## src/rtl/attribute_bank_sequencer.sv

```systemverilog
// attribute_bank_sequencer: loads triangle attribute packets into a shadow bank and promotes them once the raster/interpolator pair has drained.
module attribute_bank_sequencer #(
  parameter int ATTRIBUTE_SIZE = 32,
  parameter int NUM_ATTRIBUTES = 9,
  parameter int DRAIN_GUARD    = 2
) (
  input  logic                                     clk,
  input  logic                                     reset,
  input  logic                                     s_cmd_tvalid,
  output logic                                     s_cmd_tready,
  input  logic                                     s_cmd_tlast,
  input  logic [ATTRIBUTE_SIZE-1:0]                s_cmd_tdata,
  input  logic                                     raster_busy,
  input  logic                                     pixel_in_pipeline,
  output logic                                     raster_start,
  output logic [NUM_ATTRIBUTES*ATTRIBUTE_SIZE-1:0] attr_active,
  output logic                                     cmd_error,
  output logic                                     seq_busy
);
  localparam int IW = $clog2(NUM_ATTRIBUTES);
  typedef enum logic {L_RECV, L_DISCARD} load_t;
  typedef enum logic [2:0] {S_IDLE, S_WAIT_RASTER, S_DRAIN, S_SWAP, S_LAUNCH} state_t;
  load_t                                r_load;
  state_t                               r_state;
  logic [IW-1:0]                        r_index;
  logic [NUM_ATTRIBUTES*ATTRIBUTE_SIZE-1:0] r_shadow;
  logic                                 r_shadow_full;
  logic                                 r_error;
  logic                                 r_start;
  logic [3:0]                           r_cnt;
  logic                                 w_xfer;
  logic                                 w_last_idx;
  assign s_cmd_tready = !r_shadow_full && !reset;
  assign w_xfer       = s_cmd_tvalid && s_cmd_tready;
  assign w_last_idx   = r_index == IW'(NUM_ATTRIBUTES-1);
  assign raster_start = r_start;
  assign cmd_error    = r_error;
  assign seq_busy     = (r_index != '0) || r_load == L_DISCARD || r_shadow_full || r_state != S_IDLE;
  // Tready is low while the shadow is full, so the swap clear never meets a load.
  always_ff @(posedge clk or posedge reset) begin
    if (reset) begin
      r_load        <= L_RECV;
      r_index       <= '0;
      r_shadow      <= '0;
      r_shadow_full <= 1'b0;
      r_error       <= 1'b0;
    end else begin
      if (r_state == S_SWAP) r_shadow_full <= 1'b0;
      if (w_xfer) begin
        if (r_load == L_DISCARD) begin
          if (s_cmd_tlast) r_load <= L_RECV;
        end else begin
          r_shadow[r_index*ATTRIBUTE_SIZE +: ATTRIBUTE_SIZE] <= s_cmd_tdata;
          r_index <= (w_last_idx || s_cmd_tlast) ? '0 : r_index + 1'b1;
          if (s_cmd_tlast && w_last_idx) r_shadow_full <= 1'b1;
          if (s_cmd_tlast != w_last_idx) r_error <= 1'b1;
          if (!s_cmd_tlast && w_last_idx) r_load <= L_DISCARD;
        end
      end
    end
  end
  always_ff @(posedge clk or posedge reset) begin
    if (reset) begin
      r_state     <= S_IDLE;
      r_cnt       <= '0;
      r_start     <= 1'b0;
      attr_active <= '0;
    end else begin
      case (r_state)
        S_IDLE:        if (r_shadow_full) r_state <= S_WAIT_RASTER;
        S_WAIT_RASTER: if (!raster_busy) begin
          r_state <= S_DRAIN;
          r_cnt   <= '0;
        end
        S_DRAIN: begin
          if (pixel_in_pipeline) r_cnt <= '0;
          else if (raster_busy) r_state <= S_WAIT_RASTER;
          else if (r_cnt == 4'(DRAIN_GUARD-1)) r_state <= S_SWAP;
          else r_cnt <= r_cnt + 1'b1;
        end
        S_SWAP: begin
          attr_active <= r_shadow;
          r_start     <= 1'b1;
          r_state     <= S_LAUNCH;
        end
        S_LAUNCH: begin
          r_start <= 1'b0;
          r_state <= S_IDLE;
        end
        default: r_state <= S_IDLE;
      endcase
    end
  end
endmodule

```

## config.mk

```make
export PLATFORM = sky130hd
export DESIGN_NAME = attribute_bank_sequencer
export DESIGN_NICKNAME = d
export VERILOG_FILES = /design/src/rtl/attribute_bank_sequencer.sv
export SDC_FILE = /design/constraint.sdc
export NUM_CORES = 1
export LEC_CHECK = 0
export CAP_MARGIN = 20
export CORE_MARGIN = 4
export CORE_UTILIZATION = 49
export CTS_BUF_LIST = sky130_fd_sc_hd__clkbuf_16
export CTS_CLUSTER_DIAMETER = 60
export DETAILED_ROUTE_END_ITERATION = 8
export GPL_ROUTABILITY_DRIVEN = 0
export PLACE_DENSITY_LB_ADDON = 0.25
export RECOVER_POWER = 50
export SLEW_MARGIN = 10
export SYNTH_ARGS = -nofsm -noshare
export SYNTH_HDL_FRONTEND = slang
export SYNTH_SLANG_ARGS = --single-unit
```

## constraint.sdc

```tcl
create_clock -name clk -period 19.19 [get_ports clk]
set_input_delay 2.8785 -clock clk [delete_from_list [all_inputs] [get_ports clk]]
set_output_delay 2.8785 -clock clk [all_outputs]
set_load 0.05 [all_outputs]
```

# Word level (Yosys, flattened, before mapping)
# Index checks and enable logic that the tools add are counted.
# Widths: inputs -> output; s select.
[word_totals]
output_inout_bits = 292
regBits = 591
input_bits = 38
wordCells = 69
[op_classes]
eq_ne = 13
bitwise = 1
shifts = 2
n_reduce_logical = 20
add_sub_neg = 3
n_mux = 21
[ops]
columns = ["operator", "count"]
rows = [
  ["$bwmux 288", 1],
  ["$shift 32x34->288 const A", 1],
  ["$shiftx 32x34->288", 1],
  ["$neg 9->34", 1],
  ["$mux 4", 5],
  ["$mux 3", 5],
  ["$pmux 3 s4", 1],
  ["$ne 3x3->1 const B", 3],
  ["$add 4x1->4 const B", 2],
  ["$pmux 4 s2", 1],
  ["$reduce_and 4->1", 2],
  ["$mux 1", 7],
  ["$eq 3x2->1 const B", 2],
  ["$ne 2x2->1 const B", 3],
  ["$eq 4x1->1 const B", 1],
  ["$eq 4x4->1 const B", 1],
  ["$logic_and 1x1->1", 4],
  ["$logic_or 1x1->1", 4],
  ["$reduce_bool 2->1", 2],
  ["$reduce_bool 4->1", 1],
  ["$eq 3x1->1 const B", 1],
  ["$eq 3x3->1 const B", 1],
  ["$logic_not 1->1", 3],
  ["$logic_not 3->1", 1],
  ["other kinds (6)", 6],
]

# Longest topological paths before layout
[logic_depth]
word_depth = 5
depth_mapped = 10
ltp_nobuf = 8

# Least setup slack after synthesis
# Ideal clock, no wire load.
[synth_path]
kind = "input -> output"
startpoint = "in reset"
endpoint = "out s_cmd_tready"
required_ns = 16.312
arrival_time_ns = 3.562
path_slack_ns = 12.750
path_stages = 1
path_cell_list = "nor2_1"
[synth_via]
elab_chain_len = 2
[synth_rtl]
columns = ["item", "line", "text"]
rows = [
  ["start: declaration", "8", "input logic reset,"],
  ["$logic_not 1->1 (no line)", "--", ""],
  ["$logic_and 1x1->1", "33", "assign s_cmd_tready = !r_shadow_full && !reset;"],
  ["end: declaration", "10", "output logic s_cmd_tready,"],
]
# No other way between the ends.

# Final worst setup path
[layout_path]
startpoint = "reg r_state[0]"
endpoint = "reg attr_active[121]"
[layout_via]
elab_chain_len = 1
[layout_rtl]
columns = ["item", "line", "text"]
rows = [
  ["start: declaration", "24", "state_t r_state;"],
  ["start signal: assignment", "64", "r_state <= S_IDLE;"],
  ["start signal: assignment", "70", "S_IDLE: if (r_shadow_full) r_state <= S_WAIT_RASTER;"],
  ["start signal: assignment", "72", "r_state <= S_DRAIN;"],
  ["$eq 3x2->1", "69", "case (r_state)"],
  ["end signal: assignment", "82", "attr_active <= r_shadow;"],
  ["end: declaration", "16", "output logic [NUM_ATTRIBUTES*ATTRIBUTE_SIZE-1:0] attr_active,"],
]
# No other way between the ends.
# A chain may end at the register's enable or synchronous reset.

==> summary.txt <==
Run status
  – Result of the run: complete, but fails checks
  – Failing checks: capacitance limit, slew limit

Timing
  – Number of endpoints with negative hold slack in the final report: 0
  – Setup tns final: 0 ps
  – Min Tclk post-route: approximately 11000 ps
  – Post-route clock skew: 12.8 ps
  – Unrepaired setup endpoints after global routing: false
  – Worst relative slew slack: -578%
  – Final number of setup-violating endpoints: 0
  – Final period util: 59.2%
  – Transition time at the pin with the least slew margin: 10160 ps
  – Top achievable clock speed: 0.0881 GHz
  – Total count of max-transition violations in the final report: between 900 and 1000

Die
  – Std cell rows: between 70 and 80
  – Core box area: about 0.046 mm^2
  – Area of the die: 0.0503 mm^2
  – Initial cell density of the core: 49.4%
  – IO Pins: 330
  – Die height: 224 um
  – Floorplan die width: 224 um

CTS
  – Bufs on Longest Clock Path: 3
  – Clock latency reported for the late side of the worst-skew pair: 610 ps
  – Total clock buffers created by CTS: 60
  – Number of buffers added for setup after CTS: 0
  – Clock-pin slew reported for the worst setup and hold paths after clock tree synthesis: 60 ps
  – TritonCTS clock tree: built
  – Hold bufs inserted after CTS: 0
  – CTS H-tree lvls: 2
  – Total number of clock tree sinks: 591
  – Buffer cell driving the clock tree root: sky130_fd_sc_hd__clkbuf_16
  – Number of gates resized after cts: 0

Cells and area
  – Fill count: 3940
  – Final antenna diode count: 0
  – Cell area after layout: 0.0285 mm^2
  – Share of post-route cells with drive strength above 1: around 7.9%
  – Syn-to-layout area delta: 24.4%
  – Final #Nets: 2609

Detailed routing
  – First DRT Iteration DRCs: 1382
  – Total Routed Length: 58.1 mm
  – Via/cell ratio: 5.20
  – Total via count in the routed design: about 17000
  – Residual antenna-violating net count after detailed routing: 0
  – Average wire length per cell after detail routing: roughly 18 um
  – Remaining DRCs: 0
  – Number of search-and-repair iterations in the first detailed-routing pass: 5

Pwr
  – Total power per unit cell area: 163 mW/mm^2
  – Maximum resistive drop on vdd: 0.000161 V
  – Static leakage: 14.4 nW

Synthesis
  – Yosys reg bits: 591
  – Total nets after synthesis: around 2300
  – Syn. warnings: 0
  – Mean instance size in the synthesized netlist: 10.0 um^2
  – Unique cell type count in the Yosys netlist: 48
  – Portion of the post-synthesis area used by sequential elements: 64.5%
  – Synthesized cell area: between 0.02 and 0.025 mm^2
  – Cells after Synth: 2283

Worst setup path
  – Critical path class: reg2reg
  – Cell with the largest stage delay on the worst path: sky130_fd_sc_hd__clkbuf_1
  – Crit path capture type: register
  – Maximum fanout along the worst path: 239
  – Critical path required time: 19520 ps
  – Stage delay of the slowest cell on the critical path: 7040 ps
  – Register-to-register setup slack: 7840 ps
  – Most common cell type on the critical path: sky130_fd_sc_hd__clkbuf_1
  – Crit path DAT: 11680 ps
  – CP cell instances: nand2_1 > or2_0 > clkbuf_1 > clkbuf_1 > o21ai_0
  – Type of origin of the critical path: register

Global route
  – Largest net degree at the start of global routing: 240
  – Global-route usage over all layers: 23.2%
  – Antenna violations before repair: 0
  – Number of global-route vias before repair: 17300
  – Wire length of the first global-routing pass: 93.9 mm
  – Aggregate global routing overflow: 0

Placement
  – Post-DP HPWL: ~38 mm
  – Count of buffers from port buffering: 329
  – Placed cell area: between 0.02 and 0.03 mm^2

Hold path
  – Worst min path class: reg2reg

Flow run
  – Number of maximum-capacitance violations: 10
==> path summary, 6_finish.rpt <==
check                         startpoint               end  depth (start not counted)
max                           r_state[0]  attr_active[121]                          5
min                        r_shadow[259]  attr_active[259]                          2
max reg2reg                   r_state[0]  attr_active[121]                          5
min reg2reg                r_shadow[259]  attr_active[259]                          2
max in group asynchronous          reset  attr_active[279]                          7
min in group asynchronous          reset      r_shadow[43]                          2
==> per-stage QoR <==
step / hold slack [ps] / utilization [%] / std cells / setup WS [ps] / power (mW)
after floorplan: 432 / - / 2283 / 8250 / 2.90
after CTS: 463 / 61.5 / 3216 / 11890 / 4.67
after global routing: 483 / 61.4 / 3219 / 6320 / 4.89
after global placement: 442 / 57.3 / 3103 / 11870 / 3.48
after detailed placement: 447 / 57.3 / 3103 / 11900 / 3.52
final: 461 / 61.4 / 3219 / 7840 / 4.64
==> cells in the final DEF (no fill, tap or decap), types with 2 or more instances in the layout <==
cell type	count
sky130_fd_sc_hd__nand4_1	2
sky130_fd_sc_hd__inv_6	2
sky130_fd_sc_hd__dfrtp_1	591
sky130_fd_sc_hd__mux2_1	34
sky130_fd_sc_hd__clkinvlp_2	2
sky130_fd_sc_hd__bufinv_16	6
sky130_fd_sc_hd__nor2_4	2
sky130_fd_sc_hd__buf_12	3
sky130_fd_sc_hd__clkbuf_16	61
sky130_fd_sc_hd__nor2_1	7
sky130_fd_sc_hd__nor3_1	2
sky130_fd_sc_hd__o211ai_1	2
sky130_fd_sc_hd__mux2_2	94
sky130_fd_sc_hd__and2_1	34
sky130_fd_sc_hd__nor4b_1	3
sky130_fd_sc_hd__clkbuf_1	10
sky130_fd_sc_hd__dlygate4sd3_1	2
sky130_fd_sc_hd__or4b_4	2
sky130_fd_sc_hd__ha_1	10
sky130_fd_sc_hd__clkinv_2	13
sky130_fd_sc_hd__clkdlybuf4s50_1	327
sky130_fd_sc_hd__buf_4	9
sky130_fd_sc_hd__nand3_1	73
sky130_fd_sc_hd__a22o_1	3
sky130_fd_sc_hd__a21o_1	2
sky130_fd_sc_hd__inv_1	85
sky130_fd_sc_hd__and3_1	9
sky130_fd_sc_hd__nand2_1	970
sky130_fd_sc_hd__clkinv_1	15
sky130_fd_sc_hd__o21ai_0	201
sky130_fd_sc_hd__nor2b_1	4
sky130_fd_sc_hd__nor4_1	2
sky130_fd_sc_hd__a21oi_1	5
==> report_power, final <==
group	internal, mW	leakage, nW	total, mW	switching [mW]
logic	0.531	5.51	1.71	1.18
registers	1.58	7.85	1.80	0.218
clock network	0.655	1.01	1.13	0.479
total	2.77	14.4	4.64	1.88
==> area by class of cell <==
| type | instances | area, um^2 | share of cell area, % |
|---|---|---|---|
| flip-flops and latches | 591 | 14800 | 51.8 |
| multi-input cells | 1483 | 7320 | 25.7 |
| repair buffers | 351 | 3460 | 12.1 |
| clock buffers | 61 | 1530 | 5.35 |
| well taps | 607 | 759 | 2.66 |
| clock inverters | 52 | 397 | 1.39 |
| inverters | 74 | 280 | 0.982 |
==> routing by layer <==
metal	wire length (um)	part of all wire (%)	GRT usage, %	vias up
met3	2980	5.1	4.16	98
met2	29700	51	40.3	431
met1	23600	41	29.7	8387
li1	-	-	-	7826
met4	1760	3.0	7.63	0
met5	0	0	0	-
==> registers in the layout, summed over array words and instances (netlist names) <==
register       count
attr_active      288
cmd_error          1
r_cnt              4
r_index            4
r_load             1
r_shadow         288
r_shadow_full      1
r_state            3
raster_start       1
==> Yosys cell counts, drive strengths merged <==
| library cell | number | share of area [%] |
|---|---|---|
| a22o | 3 | 0.11 |
| or3b | 1 | 0.038 |
| nor4bb | 1 | 0.044 |
| xnor2 | 1 | 0.038 |
| inv | 73 | 1.2 |
| and2 | 34 | 0.93 |
| buf | 33 | 0.85 |
| nor2 | 9 | 0.18 |
| or4 | 1 | 0.033 |
| nand2b | 1 | 0.027 |
| o2111ai | 1 | 0.065 |
| and3 | 9 | 0.25 |
| a21o | 2 | 0.065 |
| o211ai | 2 | 0.065 |
| or2 | 1 | 0.027 |
| o31ai | 1 | 0.033 |
| a211oi | 1 | 0.033 |
| nor2b | 4 | 0.11 |
| and4 | 2 | 0.076 |
| or4b | 3 | 0.16 |
| nor3b | 1 | 0.033 |
| o21ai | 202 | 4.4 |
| dfrtp | 591 | 64 |
| nand3 | 73 | 1.6 |
| nor3 | 3 | 0.065 |
| ha | 10 | 0.55 |
| a221oi | 1 | 0.038 |
| nor4b | 3 | 0.14 |
| nand4 | 3 | 0.11 |
| nand2 | 970 | 16 |
| nor4 | 3 | 0.15 |
| a21oi | 6 | 0.13 |
| mux2 | 128 | 6.3 |
| clkbuf | 102 | 1.7 |
| clkinv | 1 | 0.016 |
| and3b | 1 | 0.038 |
| and4b | 2 | 0.087 |
==> critical path: cells and delay by family (launching register included) <==
kind / cells / cell delay, ps
AOI/OAI and AO/OA: 1 / 310
buffers and inverters: 2 / 9750
DFF: 1 / 500
and+or+nand+nor: 2 / 260
==> cells by family (layout without fill, tap and decap cells) <==
kind of cell / count (synthesis) / count (layout) / synth area share, %
AND/OR/NAND/NOR: 1125 / 1125 / 20.0
flip-flops: 591 / 591 / 64.5
AO/OA/AOI/OAI: 219 / 219 / 4.95
buffers and inverters: 209 / 538 / 3.73
multiplexers: 128 / 128 / 6.28
adder cells (fa/ha/maj): 10 / 10 / 0.546
XOR/XNOR: 1 / 1 / 0.0382
(Power assumes the default switching activity.)
